$ cat config.mk
export PLATFORM = sky130hd
export DESIGN_NAME = mem_access_unit
export DESIGN_NICKNAME = d
export VERILOG_FILES = /design/src/rtl/mem_access_unit.sv
export SDC_FILE = /design/constraint.sdc
export NUM_CORES = 1
export LEC_CHECK = 0
export CAP_MARGIN = 10
export CORE_ASPECT_RATIO = 2
export CORE_MARGIN = 5
export CORE_UTILIZATION = 43
export DETAILED_ROUTE_END_ITERATION = 8
export GPL_TIMING_DRIVEN = 1
export PLACE_DENSITY = 0.84
export SYNTH_ARGS = -nofsm -noshare
export SYNTH_HDL_FRONTEND = slang
export SYNTH_SLANG_ARGS = --single-unit
$ cat constraint.sdc
create_clock -name clk -period 1.9 [get_ports clk]
set_input_delay 0.38 -clock clk [delete_from_list [all_inputs] [get_ports clk]]
set_output_delay 0.38 -clock clk [all_outputs]
set_load 0.005 [all_outputs]
$ cat src/rtl/mem_access_unit.sv
`default_nettype none
// ============================================================================
// Module   : mem_access_unit
// Brief    : Memory stage for loads/stores over an Avalon-style bus with
//            waitrequest, load extraction/merge and store lane steering.
// Revision : 1.0 - initial release
// ============================================================================
module mem_access_unit #(
    parameter int TIMEOUT = 256
) (
    input  logic        clk,
    input  logic        reset,
    input  logic        req_valid,
    output logic        req_ready,
    input  logic        is_store,
    input  logic [2:0]  loadcontrol,
    input  logic [1:0]  storecontrol,
    input  logic [31:0] addr,
    input  logic [31:0] wdata,
    input  logic [31:0] rt_old,
    output logic [31:0] avm_address,
    output logic        avm_read,
    output logic        avm_write,
    output logic [3:0]  avm_byteenable,
    output logic [31:0] avm_writedata,
    input  logic [31:0] avm_readdata,
    input  logic        avm_waitrequest,
    output logic [31:0] rdata,
    output logic        done,
    output logic        stall,
    output logic        addr_err,
    output logic        bus_err
);

    localparam logic [2:0] c_LB  = 3'b000;
    localparam logic [2:0] c_LBU = 3'b001;
    localparam logic [2:0] c_LH  = 3'b010;
    localparam logic [2:0] c_LHU = 3'b011;
    localparam logic [2:0] c_LUI = 3'b100;
    localparam logic [2:0] c_LW  = 3'b101;
    localparam logic [2:0] c_LWL = 3'b110;
    localparam logic [2:0] c_LWR = 3'b111;
    localparam logic [1:0] c_SB  = 2'b00;
    localparam logic [1:0] c_SH  = 2'b01;
    localparam logic [1:0] c_SW  = 2'b10;
    localparam logic [1:0] c_SX  = 2'b11;
    localparam int         c_CW  = $clog2(TIMEOUT + 1);

    typedef enum logic [1:0] {
        S_IDLE  = 2'd0,
        S_READ  = 2'd1,
        S_WRITE = 2'd2,
        S_RESP  = 2'd3
    } state_t;

    state_t            r_state;
    logic [2:0]        r_lctl;
    logic [1:0]        r_k;
    logic [31:0]       r_rt;
    logic [c_CW-1:0]   r_wcnt;
    logic [31:0]       r_address;
    logic              r_read;
    logic              r_write;
    logic [3:0]        r_be;
    logic [31:0]       r_wdata;
    logic [31:0]       r_rdata;
    logic              r_done;
    logic              r_aerr;
    logic              r_berr;

    state_t            w_state_nxt;
    logic              w_capture;
    logic [c_CW-1:0]   w_wcnt_nxt;
    logic              w_read_nxt;
    logic              w_write_nxt;
    logic [31:0]       w_rdata_nxt;
    logic              w_done_nxt;
    logic              w_aerr_nxt;
    logic              w_berr_nxt;
    logic [1:0]        w_k;
    logic              w_misalign;
    logic              w_lui;
    logic [3:0]        w_st_be;
    logic [31:0]       w_st_data;
    logic [7:0]        w_byte;
    logic [15:0]       w_half;
    logic [4:0]        w_lsh;
    logic [4:0]        w_rsh;
    logic [31:0]       w_load;

    // Request decode: alignment check and store lane steering.
    always_comb begin
        w_k        = addr[1:0];
        w_lui      = !is_store && (loadcontrol == c_LUI);
        w_misalign = 1'b0;
        w_st_be    = 4'b1111;
        w_st_data  = wdata;
        if (is_store) begin
            w_misalign = (storecontrol == c_SX) ||
                         ((storecontrol == c_SH) && w_k[0]) ||
                         ((storecontrol == c_SW) && (w_k != 2'b00));
        end else begin
            w_misalign = (((loadcontrol == c_LH) || (loadcontrol == c_LHU)) && w_k[0]) ||
                         ((loadcontrol == c_LW) && (w_k != 2'b00));
        end
        case (storecontrol)
            c_SB: begin
                w_st_be   = 4'b0001 << w_k;
                w_st_data = {4{wdata[7:0]}};
            end
            c_SH: begin
                w_st_be   = 4'b0011 << w_k;
                w_st_data = {2{wdata[15:0]}};
            end
            default: begin
                w_st_be   = 4'b1111;
                w_st_data = wdata;
            end
        endcase
    end

    // Load extraction; 8*(3-k) equals {~k,3'b000} for a 2-bit k.
    always_comb begin
        w_byte = avm_readdata[{r_k, 3'b000} +: 8];
        w_half = r_k[1] ? avm_readdata[31:16] : avm_readdata[15:0];
        w_lsh  = {~r_k, 3'b000};
        w_rsh  = {r_k, 3'b000};
        w_load = 32'h0;
        case (r_lctl)
            c_LB:    w_load = {{24{w_byte[7]}}, w_byte};
            c_LBU:   w_load = {24'h0, w_byte};
            c_LH:    w_load = {{16{w_half[15]}}, w_half};
            c_LHU:   w_load = {16'h0, w_half};
            c_LW:    w_load = avm_readdata;
            c_LWL:   w_load = (avm_readdata << w_lsh) | (r_rt & ~(32'hFFFF_FFFF << w_lsh));
            c_LWR:   w_load = (avm_readdata >> w_rsh) | (r_rt & ~(32'hFFFF_FFFF >> w_rsh));
            default: w_load = 32'h0;
        endcase
    end

    always_comb begin
        w_state_nxt = r_state;
        w_capture   = 1'b0;
        w_wcnt_nxt  = r_wcnt;
        w_read_nxt  = r_read;
        w_write_nxt = r_write;
        w_rdata_nxt = r_rdata;
        w_done_nxt  = 1'b0;
        w_aerr_nxt  = 1'b0;
        w_berr_nxt  = 1'b0;
        case (r_state)
            S_IDLE: begin
                if (req_valid) begin
                    w_capture  = 1'b1;
                    w_wcnt_nxt = '0;
                    if (w_misalign) begin
                        w_state_nxt = S_RESP;
                        w_done_nxt  = 1'b1;
                        w_aerr_nxt  = 1'b1;
                        w_rdata_nxt = 32'h0;
                    end else if (w_lui) begin
                        w_state_nxt = S_RESP;
                        w_done_nxt  = 1'b1;
                        w_rdata_nxt = {addr[15:0], 16'h0};
                    end else if (is_store) begin
                        w_state_nxt = S_WRITE;
                        w_write_nxt = 1'b1;
                    end else begin
                        w_state_nxt = S_READ;
                        w_read_nxt  = 1'b1;
                    end
                end
            end
            S_READ, S_WRITE: begin
                // The strobe's first cycle sees count 0, so the abort lands after TIMEOUT further stalled cycles.
                if (!avm_waitrequest) begin
                    w_state_nxt = S_RESP;
                    w_read_nxt  = 1'b0;
                    w_write_nxt = 1'b0;
                    w_done_nxt  = 1'b1;
                    w_rdata_nxt = (r_state == S_READ) ? w_load : 32'h0;
                end else if (r_wcnt == c_CW'(TIMEOUT)) begin
                    w_state_nxt = S_RESP;
                    w_read_nxt  = 1'b0;
                    w_write_nxt = 1'b0;
                    w_done_nxt  = 1'b1;
                    w_berr_nxt  = 1'b1;
                    w_rdata_nxt = 32'h0;
                end else begin
                    w_wcnt_nxt = r_wcnt + c_CW'(1);
                end
            end
            default: begin
                w_state_nxt = S_IDLE;
            end
        endcase
    end

    always_ff @(posedge clk) begin
        if (!reset) begin
            r_state   <= S_IDLE;
            r_lctl    <= 3'b000;
            r_k       <= 2'b00;
            r_rt      <= 32'h0;
            r_wcnt    <= '0;
            r_address <= 32'h0;
            r_read    <= 1'b0;
            r_write   <= 1'b0;
            r_be      <= 4'b0000;
            r_wdata   <= 32'h0;
            r_rdata   <= 32'h0;
            r_done    <= 1'b0;
            r_aerr    <= 1'b0;
            r_berr    <= 1'b0;
        end else begin
            r_state <= w_state_nxt;
            r_wcnt  <= w_wcnt_nxt;
            r_read  <= w_read_nxt;
            r_write <= w_write_nxt;
            r_rdata <= w_rdata_nxt;
            r_done  <= w_done_nxt;
            r_aerr  <= w_aerr_nxt;
            r_berr  <= w_berr_nxt;
            if (w_capture) begin
                r_lctl    <= loadcontrol;
                r_k       <= w_k;
                r_rt      <= rt_old;
                r_address <= {addr[31:2], 2'b00};
                r_be      <= is_store ? w_st_be : 4'b1111;
                r_wdata   <= is_store ? w_st_data : 32'h0;
            end
        end
    end

    assign req_ready      = (r_state == S_IDLE);
    assign stall          = ((r_state == S_IDLE) && req_valid) ||
                            (r_state == S_READ) || (r_state == S_WRITE);
    assign avm_address    = r_address;
    assign avm_read       = r_read;
    assign avm_write      = r_write;
    assign avm_byteenable = r_be;
    assign avm_writedata  = r_wdata;
    assign rdata          = r_rdata;
    assign done           = r_done;
    assign addr_err       = r_aerr;
    assign bus_err        = r_berr;

endmodule
`default_nettype wire
==> reports/results.txt, run 1 <==
CP Capture Type = primary output
Endpoint with the worst hold slack = done
Violated checks = setup timing
Finished Layout Cells = 1531
Die W = 107 um
CP delay by family, top = simple AND/OR/NAND/NOR gates
R2R Setup Slk = -40 ps
WS Path Type = flop to primary output
Post-Synth Adder-Cell Area = 0.932%
Syn Inst Count = 936
Nets = 1444
Crit path launch type = flop
Buf+Inv Stages, Crit Path = 3
Number of synthesized flops with an enable pin = 0
GP Congestion = 1.13
Post-synthesis average cell area = 8.61 um^2
Minimum clock period = 1990 ps
CP peak stage delay = 370 ps
RSZ-0062 raised after global routing = yes
Port bufs = 242
Slowest-stage cell, CP = or3_4
Clock root buffer = clkbuf_16
Clock net sink count = 151
Hold Crit Class = primary input to flop
Post-synthesis compound-gate area fraction = 26.8%
Via Count = 9018
Hold Path Depth = 3
WP data required = 1520 ps
P_leak = 4.95 nW
Primary FF master, synth = dfxtp_1
# diodes = 0
Layout cells sized above 1 = 25.6%
Starting Density = 43.2%
Max Slew Vio Count = 0
WP data arrival = 1610 ps
Reg2reg start = r_state[0]
Syn Std Cell Area = 0.00806 mm^2
Worst-path fanout max = 3
Top-count cell post-synth = nand2_1
# DRC = 0
Clock Pin Slew Worst Setup and Hold Paths = 60 ps
Dpl ws = -596 ps
Via density = 5.89
H-Tree Depth = 4
Antenna violations before repair = 0
Rows = 71
Ports = 245
Tot GR Track Use = 31.4%
Synth top area share = 37.5%
Setup Skew = 14.4 ps
Power Density = 1140 mW/mm^2
Mux cell area share after synthesis = 10.3%
CP Cell Sequence = inv_2, ha_4, inv_4, nor2_4, or3_4, buf_6
Die footprint = 0.0217 mm^2
CTS Buffer Depth = 2
Main combinational cell family by area after synthesis = compound AO/OA/AOI/OAI gates
Post-synth top cells = 174 x nand2_1, 151 x dfxtp_1, 76 x a21boi_0, 51 x o21ai_0, 46 x clkbuf_1
XOR/XNOR Fraction of Synth Area = 0.543%
Hold Vio Cnt, Final = 0
Simple-Gate Fraction of Synth Area = 18.4%
Final period util = 105%
WL/cell = 23.2 um
Setup tns final = -631 ps
Die Span Y = 204 um
MaxCap Viol Count = 0
Hold Path Origin = reset
Setup violators final = 25
CTS buffer count = 17
Final antenna-violating net count = 0
Largest area contributor in the netlist = dfxtp_1
Final WS setup = -85.8 ps
First-pass GRT wire length = 52.2 mm
DP HPWL = 26.7 mm
Pin count of the biggest net entering global routing = 54
First drt pass iteration count = 5
Core ar. = 0.0187 mm^2
VDD IR max = 0.762 mV
Layout area overhead = 60.0%
Dpl cells = 1476
Synth area leaders = dfxtp_1 38%, nand2_1 8.1%, a21boi_0 7.1%, mux2_2 4.2%, mux2i_1 3.4%
Seq/Total Area, Yosys = 37.5%
CTS tree = yes
Post-Route WL = 35.6 mm
Synth Register Bits = 151
Vias in the first global route = 9252
Synth async-reset ratio = 0%
Worst r2r dst = rdata[23]
Violation count after the first detailed-route iteration = 605
Status = finished with violations
YS warnings = 0
Reg2reg path depth = 10
Post-Route Utilization = 69.1%
Netlist cell types = 65
GRT overflow = 0
Max Clock Freq = 0.504 GHz
Worst-skew pair later-pin latency = 430 ps
==> layout by cell type, fill, tap and decap left out, types with 11 or more instances in the layout <==
| cell type | n |
|---|---|
| a21boi_0 | 75 |
| a21oi_1 | 20 |
| mux2i_1 | 21 |
| nor2_1 | 26 |
| nand2_1 | 170 |
| nor2b_1 | 30 |
| nor3_1 | 12 |
| mux2_2 | 19 |
| o21ai_1 | 13 |
| o21ai_0 | 37 |
| a22o_1 | 17 |
| a22oi_1 | 28 |
| o22ai_1 | 18 |
| clkbuf_16 | 17 |
| clkdlybuf4s50_1 | 239 |
| nand3_1 | 17 |
| mux2_4 | 11 |
| and3_1 | 12 |
| buf_4 | 151 |
| dfxtp_1 | 145 |
| a21oi_2 | 19 |
| buf_6 | 19 |
==> worst register-to-register path: cells and delay by family (launching register included) <==
kind / cells / cell delay, ps
buffers and inverters: 4 / 480
AND/OR/NAND/NOR: 3 / 520
adder cells (fa/ha/maj): 1 / 170
flip-flops: 1 / 350
AO/OA/AOI/OAI: 2 / 290
==> what timing repair did <==
action,in CTS,in global routing
setup endpoints to repair,31,39
hold buffers,0,0
gates cloned,2,0
endpoints found under the hold margin,0,0
pin swaps,9,22
gates resized for setup,44,68
setup buffers,7,16
==> cells by family after synthesis <==
kind of cell,Yosys count
adders and majority gates,6
buffers and inverters,92
muxes,67
AOI/OAI and AO/OA,298
DFF,151
xor gates and xnor gates,5
and+or+nand+nor,316
other,1
==> routing by layer <==
metal | track usage (%) | vias to the layer above | wire, um
met2 | 56.6 | 456 | 18500
li1 | - | 4098 | -
met3 | 5.99 | 166 | 2150
met5 | 0 | - | 0
met4 | 25.5 | 0 | 3290
met1 | 30.2 | 4298 | 11600
==> stage by stage <==
| step | hold WS (ps) | area (um^2) | power (mW) |
|---|---|---|---|
| after floorplan | 443 | 8110 | 7.07 |
| after global placement | 449 | 11700 | 10.2 |
| after detailed placement | 459 | 11700 | 10.3 |
| after CTS | 352 | 12600 | 14.1 |
| after global routing | 393 | 12900 | 15.3 |
| final | 385 | 12900 | 14.6 |
==> area by class of cell <==
type / instances / area [um^2]
inverters: 15 / 61.3
clock buffers: 21 / 470
fillers: 1414 / 5760
flip-flops and latches: 151 / 3040
multi-input cells: 694 / 4950
repair buffers: 421 / 3980
clock inverters: 10 / 121
well taps: 219 / 274
==> worst max path at each step <==
stage / start / depth (start not counted) / to
after floorplan: r_state[0] / 12 / rdata[15]
after global placement: addr[0] / 9 / rdata[30]
after detailed placement: addr[0] / 9 / rdata[25]
after CTS: r_state[1] / 6 / stall
after global routing: r_state[1] / 6 / stall
final: r_state[0] / 6 / stall
==> registers in the layout, indices dropped and copies added, names as in the netlist <==
name / flops
addr_err: 1
avm_address: 30
avm_byteenable: 4
avm_read: 1
avm_write: 1
avm_writedata: 32
bus_err: 1
done: 1
r_k: 2
r_lctl: 3
r_rt: 32
r_state: 2
r_wcnt: 9
rdata: 32
==> power breakdown <==
group / switching [mW] / internal (mW)
logic: 3.56 / 3.47
registers: 0.468 / 3.73
clock network: 1.39 / 2.04
total: 5.41 / 9.23
Power figures use the tool's default switching activity.
==> run 2: changes to the inputs <==
--- a/config.mk
+++ b/config.mk
@@ -8,10 +8,12 @@
 export CAP_MARGIN = 10
 export CORE_ASPECT_RATIO = 2
 export CORE_MARGIN = 5
-export CORE_UTILIZATION = 43
+export CORE_UTILIZATION = 44
+export CTS_BUF_LIST = sky130_fd_sc_hd__clkbuf_8
 export DETAILED_ROUTE_END_ITERATION = 8
 export GPL_TIMING_DRIVEN = 1
-export PLACE_DENSITY = 0.84
+export PLACE_DENSITY = 0.86
+export SETUP_SLACK_MARGIN = 0.4
 export SYNTH_ARGS = -nofsm -noshare
 export SYNTH_HDL_FRONTEND = slang
 export SYNTH_SLANG_ARGS = --single-unit
==> run 2 against run 1 <==
  * The flow still finishes with violations (setup timing)
  * First-iteration DRC count rose by 45%
  * Count of clock-buffer cells in the layout down 2
  * Non-clock buffer count grew 40
  * Clock skew increased by 5.3 ps
  * Design area rose by 12%
  * Largest power group unchanged
==> reports/results.txt, run 2 (synthesis results as in run 1) <==
Status = finished with violations
Violated checks = setup timing
Clock net sink count = 151 (unchanged)
Post-Route WL = 44.7 mm (+26%)
Slowest-stage cell, CP = or3_4
M2 GR Usage = 64.8% (+8.2 points)
Met3 usage = 8.64% (+2.6 points)
M1 GR Usage = 33.8% (+3.5 points)
Die Span Y = 201 um (-1.1%)
Nets = 1486 (+2.9%)
Worst-path fanout max = 3 (unchanged)
Via density = 6.41 (+8.8%)
Setup tns final = -3060 ps (-2430 ps)
Antenna violations before repair = 2 (+2)
WP data required = 1520 ps (about the same)
MaxCap Viol Count = 0 (unchanged)
Max Clock Freq = 0.473 GHz (-6.0%)
WL/cell = 28.4 um (+22%)
Final period util = 111% (+6.7 points)
CP Cell Sequence = inv_2, ha_4, inv_4, nor2_4, or3_4, buf_6
WS Path Type = flop to primary output
Slew headroom = 66.0%
DP HPWL = 26.2 mm (-1.7%)
Rows = 70 (-1.4%)
Clock Pin Slew Worst Setup and Hold Paths = 90 ps (+30 ps)
Buf+Inv Stages, Crit Path = 3 (unchanged)
First drt pass iteration count = 6 (+1)
Crit path launch type = flop
VDD IR max = 0.779 mV (+2.2%)
Clock root buffer = clkbuf_8
Die footprint = 0.0213 mm^2 (-2.1%)
CTS buffer count = 17 (unchanged)
CTS Hold Bufs = 0 (unchanged)
Hold Vio Cnt, Final = 0 (unchanged)
Setup Skew = 19.7 ps (+5.27 ps)
Busiest layer in global routing = met2
Die W = 106 um (-1.0%)
Via Count = 10082 (+12%)
CP peak stage delay = 400 ps (+30 ps)
Pin count of the biggest net entering global routing = 82 (+52%)
Final WS setup = -213 ps (-127 ps)
Layout area overhead = 79.1%
Worst-skew pair later-pin latency = 480 ps (+50 ps)
GP Congestion = 1.06 (-5.5%)
# DRC = 0 (unchanged)
Layout cells sized above 1 = 44.9% (+19 points)
Final antenna-violating net count = 0 (unchanged)
CP Capture Type = primary output
Slew @ Worst Pin = 508 ps
WP data arrival = 1730 ps (+120 ps)
Starting Density = 44.4% (+1.3 points)
Max Slew Vio Count = 0 (unchanged)
Hold WS = 260 ps (-124 ps)
Port bufs = 242 (unchanged)
Commonest non-fill, non-tap cell in the layout = buf_4
Finished Layout Cells = 1573 (+2.7%)
Vias in the first global route = 9891 (+6.9%)
GRT overflow = 0 (unchanged)
CTS tree = yes
Hold Crit Class = primary input to flop
RSZ-0062 raised after global routing = yes
First-pass GRT wire length = 58.6 mm (+12%)
Violation count after the first detailed-route iteration = 879 (+45%)
H-Tree Depth = 4 (unchanged)
Highest-count cells in the layout ignoring fill and taps = 142 x buf_4, 131 x clkdlybuf4s50_1, 95 x nand2_1
Setup violators final = 40 (+60%)
Minimum clock period = 2110 ps (+127 ps)
Ports = 245 (unchanged)
Power Density = 1210 mW/mm^2 (+6.4%)
CP delay by family, top = simple AND/OR/NAND/NOR gates
Tot GR Track Use = 36.1% (+4.7 points)
Core ar. = 0.0181 mm^2 (-2.8%)
Dpl cells = 1467 (-0.61%)
P_leak = 6.09 nW (+23%)
CTS Buffer Depth = 2 (unchanged)
[run 2: final timing paths]
path	from	slack [ps]	endpoint	depth (start not counted)
min reg2reg	avm_address[27]	460	avm_address[27]	2
max	r_state[0]	-210	stall	6
min	reset	260	rdata[18]	3
max reg2reg	r_state[0]	-130	rdata[29]	9
[run 2: repair_timing]
| item | 4_1_cts | 5_1_grt |
|---|---|---|
| pin swaps | 94 | 106 |
| setup endpoints to repair | 219 | 191 |
| cloned | 16 | 9 |
| setup buffers | 23 | 24 |
| gates resized for setup | 377 | 280 |
[run 2: worst reg2reg max path, stage by stage, from the launching register on]
cell and delay (ps):
dfxtp_2 370, inv_2 70, ha_4 330, nand2_1 110
or2_4 270, a21oi_4 270, a211oi_4 120, buf_6 150
buf_12 130, a21oi_2 140
[run 2: routing by layer]
| metal | wire [um] | up-vias |
|---|---|---|
| met5 | 0 | - |
| met4 | 5110 | 0 |
| met2 | 22300 | 762 |
| met1 | 13800 | 4784 |
| li1 | - | 4211 |
| met3 | 3470 | 325 |
[run 2: power breakdown]
part | internal, mW | total [mW] | leakage (nW) | switching, mW
combinational | 5.35 | 10.6 | 4.64 | 5.28
clock | 1.09 | 2.42 | 0.188 | 1.33
sequential | 3.78 | 4.39 | 1.26 | 0.609
total | 10.2 | 17.4 | 6.09 | 7.21
[run 2: cell type report]
class,count,area [um^2]
Multi-Input combinational cell,696,5860
Timing Repair Buffer,461,4740
Fill cell,1025,3700
Sequential cell,151,3120
Tap cell,216,270
Clock buffer,19,262
Clock inverter,13,108
Inverter,15,68.8
Antenna cell,2,5.00
[run 2: per-stage QoR]
stage          setup slack (ps)  power [mW]  instance area, um^2  utilization [%]
5_1_grt                    -232        17.9                14400             79.6
3_5_place_dp               -791        10.2                11700             64.8
6_report                   -213        17.4                14400             79.6
3_3_place_gp               -725        10.1                11700             64.8
4_1_cts                    -107        14.8                13200             73.1
2_1_floorplan             -64.9        7.21                 8230                -
==> run 3: changes to the inputs <==
--- a/config.mk
+++ b/config.mk
@@ -10,10 +10,12 @@
 export CORE_MARGIN = 5
 export CORE_UTILIZATION = 44
 export CTS_BUF_LIST = sky130_fd_sc_hd__clkbuf_8
+export CTS_CLUSTER_DIAMETER = 80
 export DETAILED_ROUTE_END_ITERATION = 8
 export GPL_TIMING_DRIVEN = 1
 export PLACE_DENSITY = 0.86
 export SETUP_SLACK_MARGIN = 0.4
+export SLEW_MARGIN = 20
 export SYNTH_ARGS = -nofsm -noshare
 export SYNTH_HDL_FRONTEND = slang
 export SYNTH_SLANG_ARGS = --single-unit
==> results of run 3 <==
Same layout as run 2: the final DEF is identical, and so are final timing and power.
